**src/rtl/plic_pkg.sv**
```systemverilog
// rtl/plic_pkg.sv - shared PLIC claim/complete constants, FSM states and helpers
package plic_pkg;

    typedef logic [2:0] plic_state_t;

    localparam plic_state_t ST_IDLE       = 3'd0;
    localparam plic_state_t ST_CLAIM_REQ  = 3'd1;
    localparam plic_state_t ST_CLAIM_RESP = 3'd2;
    localparam plic_state_t ST_PRESENT    = 3'd3;
    localparam plic_state_t ST_SERVICE    = 3'd4;
    localparam plic_state_t ST_CMPL_REQ   = 3'd5;
    localparam plic_state_t ST_CMPL_RESP  = 3'd6;

    // Offset of context 0 claim/complete register from the PLIC base
    localparam logic [31:0] CLAIM_OFFSET = 32'h0020_0004;

    // Context encoding: machine-mode and supervisor-mode hart contexts
    localparam logic CTX_M = 1'b0;
    localparam logic CTX_S = 1'b1;

    localparam logic [3:0] WSTRB_READ = 4'h0;
    localparam logic [3:0] WSTRB_WORD = 4'hF;

    // A claim returning 0 or an ID that does not fit in 5 bits is not serviceable
    function automatic logic claim_is_spurious(input logic [31:0] value);
        return (value == 32'd0) || (value[31:5] != 27'd0);
    endfunction

endpackage

```
**src/rtl/sat_counter.sv**
```systemverilog
// rtl/sat_counter.sv - saturating event counter
module sat_counter #(
    parameter int W = 16
) (
    input  logic         clk_i,
    input  logic         rst_i,
    input  logic         inc_i,
    output logic [W-1:0] count_o
);

    logic [W-1:0] count_q;
    logic [W-1:0] count_d;

    // Count up on each event, holding at all-ones instead of wrapping
    always_comb begin
        count_d = count_q;
        if (inc_i && !(&count_q)) begin
            count_d = count_q + {{(W-1){1'b0}}, 1'b1};
        end
    end

    // Counter register with synchronous reset
    always_ff @(posedge clk_i) begin
        if (rst_i) begin
            count_q <= '0;
        end else begin
            count_q <= count_d;
        end
    end

    assign count_o = count_q;

endmodule

```
**src/rtl/irq_claim_agent.sv**
```systemverilog
// rtl/irq_claim_agent.sv - PLIC claim/present/complete agent; IRQ_CLAIM_STATS_EN adds claim counters
module irq_claim_agent
    import plic_pkg::*;
#(
    parameter logic [31:0] PLIC_BASE  = 32'h0C00_0000,
    parameter logic [31:0] CTX_STRIDE = 32'h0000_1000
) (
    input  logic        clk_i,
    input  logic        rst_i,
    input  logic        mei_i,
    input  logic        sei_i,
    output logic        req_valid_o,
    output logic [31:0] req_addr_o,
    output logic [31:0] req_value_o,
    output logic [3:0]  req_wstrb_o,
    input  logic        req_ready_i,
    input  logic        resp_valid_i,
    input  logic [31:0] resp_value_i,
    output logic        irq_valid_o,
    output logic [4:0]  irq_id_o,
    output logic        irq_ctx_o,
    input  logic        irq_ready_i,
    input  logic        done_i
`ifdef IRQ_CLAIM_STATS_EN
    ,
    output logic [15:0] claims_o,
    output logic [15:0] spurious_o
`endif
);

    plic_state_t state_q, state_d;
    logic        ctx_q, ctx_d;
    logic [4:0]  id_q, id_d;
    logic [31:0] claim_addr;

    // Both claim read and complete write target the latched context's register
    assign claim_addr = PLIC_BASE + CLAIM_OFFSET + (ctx_q ? CTX_STRIDE : 32'd0);

    // Sequencing: claim read, present to core, wait for handler, complete write
    always_comb begin
        state_d = state_q;
        ctx_d   = ctx_q;
        id_d    = id_q;
        case (state_q)
            ST_IDLE: begin
                // Lines are only looked at here; M context wins a tie
                if (mei_i || sei_i) begin
                    ctx_d   = mei_i ? CTX_M : CTX_S;
                    state_d = ST_CLAIM_REQ;
                end
            end
            ST_CLAIM_REQ: begin
                if (req_ready_i) begin
                    state_d = ST_CLAIM_RESP;
                end
            end
            ST_CLAIM_RESP: begin
                if (resp_valid_i) begin
                    if (claim_is_spurious(resp_value_i)) begin
                        state_d = ST_IDLE;
                    end else begin
                        id_d    = resp_value_i[4:0];
                        state_d = ST_PRESENT;
                    end
                end
            end
            ST_PRESENT: begin
                if (irq_ready_i) begin
                    state_d = ST_SERVICE;
                end
            end
            ST_SERVICE: begin
                if (done_i) begin
                    state_d = ST_CMPL_REQ;
                end
            end
            ST_CMPL_REQ: begin
                if (req_ready_i) begin
                    state_d = ST_CMPL_RESP;
                end
            end
            ST_CMPL_RESP: begin
                if (resp_valid_i) begin
                    state_d = ST_IDLE;
                end
            end
            default: begin
                state_d = ST_IDLE;
            end
        endcase
    end

    // State, context and claimed ID registers; reset drops any transaction in flight
    always_ff @(posedge clk_i) begin
        if (rst_i) begin
            state_q <= ST_IDLE;
            ctx_q   <= CTX_M;
            id_q    <= 5'd0;
        end else begin
            state_q <= state_d;
            ctx_q   <= ctx_d;
            id_q    <= id_d;
        end
    end

    // Request outputs come straight from state, so they are stable until accepted and zero when idle
    always_comb begin
        req_valid_o = 1'b0;
        req_addr_o  = 32'd0;
        req_value_o = 32'd0;
        req_wstrb_o = WSTRB_READ;
        if (state_q == ST_CLAIM_REQ) begin
            req_valid_o = 1'b1;
            req_addr_o  = claim_addr;
        end else if (state_q == ST_CMPL_REQ) begin
            req_valid_o = 1'b1;
            req_addr_o  = claim_addr;
            req_value_o = {27'd0, id_q};
            req_wstrb_o = WSTRB_WORD;
        end
    end

    assign irq_valid_o = (state_q == ST_PRESENT);
    assign irq_id_o    = irq_valid_o ? id_q : 5'd0;
    assign irq_ctx_o   = irq_valid_o & ctx_q;

`ifdef IRQ_CLAIM_STATS_EN
    logic claim_resp;
    logic claim_bad;

    assign claim_resp = (state_q == ST_CLAIM_RESP) && resp_valid_i;
    assign claim_bad  = claim_is_spurious(resp_value_i);

    sat_counter #(.W(16)) u_claims (
        .clk_i   (clk_i),
        .rst_i   (rst_i),
        .inc_i   (claim_resp && !claim_bad),
        .count_o (claims_o)
    );

    sat_counter #(.W(16)) u_spurious (
        .clk_i   (clk_i),
        .rst_i   (rst_i),
        .inc_i   (claim_resp && claim_bad),
        .count_o (spurious_o)
    );
`endif

endmodule

```
**config.mk**
```make
export PLATFORM = sky130hd
export DESIGN_NAME = irq_claim_agent
export DESIGN_NICKNAME = d
export VERILOG_FILES = /design/src/rtl/plic_pkg.sv /design/src/rtl/sat_counter.sv /design/src/rtl/irq_claim_agent.sv
export SDC_FILE = /design/constraint.sdc
export NUM_CORES = 1
export LEC_CHECK = 0
export BUFFER_PORTS_ARGS = -buffer_cell sky130_fd_sc_hd__buf_2
export CORE_MARGIN = 2
export CORE_UTILIZATION = 30
export CTS_BUF_LIST = sky130_fd_sc_hd__clkbuf_2
export CTS_CLUSTER_SIZE = 16
export DETAILED_ROUTE_END_ITERATION = 10
export GPL_ROUTABILITY_DRIVEN = 0
export PLACE_DENSITY = 0.81
export SLEW_MARGIN = 10
export SYNTH_ARGS = -nofsm -noshare
export SYNTH_HDL_FRONTEND = slang
export SYNTH_SLANG_ARGS = --single-unit
```
**constraint.sdc**
```tcl
create_clock -name clk_i -period 2.5 [get_ports clk_i]
set_input_delay 0.25 -clock clk_i [delete_from_list [all_inputs] [get_ports clk_i]]
set_output_delay 0.25 -clock clk_i [all_outputs]
set_load 0.02 [all_outputs]
```
==> out/results.txt <==
outcome = finished, final reports clean
setup bufs post-CTS = 0
RSZ-0062 raised after global routing = no
gr ovfl total = 0
vias in the first global route = 794
Async SR Flop Fraction = 0
cell family with most CP delay = flip-flops
area share of fa/ha/maj cells after synthesis = 0
CTS Root Cell = clkbuf_2
Slowest-stage cell, CP = dfxtp_1
share of layout cells above drive strength 1 = 0.351
Synth Flop Type = dfxtp_1
Initial Util = 0.307
Worst Hold Class = primary input to register
crit-path max FO = 17
Final Util = 0.333
Post-synth EDFFs = 0
DR DRC count = 0
top layer in use = met4
largest net degree at the start of global routing = 18
CTS sink cnt = 9
cell chain of the critical path = and2b_1 > and2_1 > buf_2
combinational family with the most area after synthesis = buffers and inverters
IO Port Bufs = 61
antenna fix cells = 0
Final Hold Fails = 0
synthesized area per cell = 7.73 µm²
Die Y = 64.7 µm
core footprint = 3610 µm²
DR iter-0 viols = 47
worst vdd ir = 0.155 mV
drt total wl = 2400 µm
met1 WL = 930 µm
Syn-to-layout area delta = 8.71%
Clock Latency Late Sink = 0.25 ns
TritonCTS clock tree = built
mux share of post-synthesis cell area = 0
GRT Util Overall = 0.105
Overall Power = 711 µW
Multi-input gate area = 637 µm²
hold buffers post-CTS = 0
Critical Path AT = 1.60 ns
met3 wire len = 217 µm
Worst Tran Pin Value = 0.516 ns
post-synthesis cell count = 143
vias per inst = 4.20
Max Cap Violations = 0
Seq/Total Area, Yosys = 0.163
Setup CP Type = register to output port
slowest stage delay, CP = 0.59 ns
Yosys warning total = 0
Synth Area in Simple Gates = 0.241
Worst EP required = 2.25 ns
antenna-violating nets left = 0
P_leak = 0.000693 µW
clk slew on worst S/H paths = 0.09 ns
buffer and inverter count on the worst path = 1
vias = 1016
first-pass GRT wire length = 3530 µm
CP Launch Type = register
Die Width = 64.7 µm
max frequency = 0.539 GHz
Yosys cell types = 30
Netlist Area Pre-Place = 1110 µm²
Setup Skew = 0.00318 ns
crit share post-route = 0.742
number of top-level pins = 116
WL/cell = 9.90 µm
DP HPWL = 2030 µm
initial antenna violation count = 0
# resized after CTS = 0
Final setup viols = 0
CTS Buf Count = 3
area fraction in compound gates after synthesis = 0.152
Max Slew Vio Count = 0
Final Critical Period = 1.85 ns
met2 routed WL = 1210 µm
Die Area = 4190 µm²
H-tree Lvls = 1
Sequential cell area = 180 µm²
setup TNS = 0 ns
Clock Path Buffers = 2
Synth Area in XOR/XNOR = 0
slew margin rel. = 0.653
# nets final = 235
Fillers = 405
register bit total from synthesis = 9
CP endpoint kind = output port
cell area power density = 592 nW/µm²
Rows = 22
Detailed Routing Iterations Pass 1 = 4
[metal layers]
layer | vias to the layer above | global-route usage
met5 | - | 0
met4 | 0 | 0.0479
met3 | 4 | 0.00521
met2 | 64 | 0.191
met1 | 447 | 0.126
li1 | 501 | -
[layout make-up]
class | instances | area share
multi-input combinational | 120 | 0.530
timing repair buffer | 61 | 0.254
sequential | 9 | 0.150
tap | 48 | 0.0499
clock buffer | 4 | 0.0166
[where the power goes]
group | total (µW) | switching, µW | internal, µW
sequential | 212 | 47.1 | 165
combinational | 404 | 264 | 140
clock | 94.5 | 52.0 | 42.5
[sequential cells by signal, summed over array words and instances, names as in the netlist]
register and flops:
id_q 5, ctx_q 1, state_q 3
[path summary, 6_finish.rpt]
check	startpoint	end	slack, ns	cells after the start
setup / recovery	state_q[0]	req_wstrb_o[1]	0.65	3
hold / removal	mei_i	ctx_q	0.18	2
setup reg to reg	state_q[1]	id_q[3]	0.80	4
hold reg to reg	id_q[1]	id_q[1]	0.48	2
[logic make-up after synthesis]
logic type      count (synthesis)
compound gates                 24
flops                           9
buf+inv                        67
simple gates                   42
other cells                     1
[cell usage after synthesis (2+ instances only)]
master | n | share of area
buf_4 | 61 | 0.41
and3_1 | 12 | 0.068
dfxtp_1 | 9 | 0.16
a21oi_1 | 8 | 0.036
nor4_1 | 7 | 0.040
nand4_1 | 6 | 0.034
o31ai_1 | 6 | 0.041
and2_1 | 4 | 0.023
clkbuf_1 | 4 | 0.014
a211oi_2 | 2 | 0.023
a31oi_1 | 2 | 0.011
nor2_1 | 2 | 0.0068
nor2b_1 | 2 | 0.011
or4_1 | 2 | 0.014
[placed cells by master, fill, tap and decap left out]
cell	synthesis	routed
a211oi_1	1	1
a211oi_2	2	2
clkbuf_2	0	4
nand3b_1	1	1
nand4_1	6	6
a31oi_1	2	2
nor2_1	2	2
a21o_1	1	1
nor3b_1	1	1
and3_1	12	12
nand3_1	1	1
and4_1	1	1
nor2b_1	2	2
dfxtp_1	9	9
o211a_1	1	1
o31ai_1	6	6
and2b_1	1	1
o211ai_1	1	1
nor4_1	7	7
a21oi_1	8	8
or4_1	2	2
and2_1	4	4
buf_2	0	61
and2_4	1	1
o21ai_0	1	1
conb_1	1	54
a22oi_1	1	1
nor3_1	1	1
[metrics by stage]
stage	area, µm²	worst slack [ns]	hold WS, ns	instances
after detailed placement	1180	0.812	0.453	238
after floorplan	1310	0.711	0.347	196
after CTS	1200	0.637	0.180	242
after global routing	1200	0.487	0.187	242
final	1200	0.645	0.183	242
after global placement	1180	0.835	0.454	238
Power figures use the tool's default switching activity.
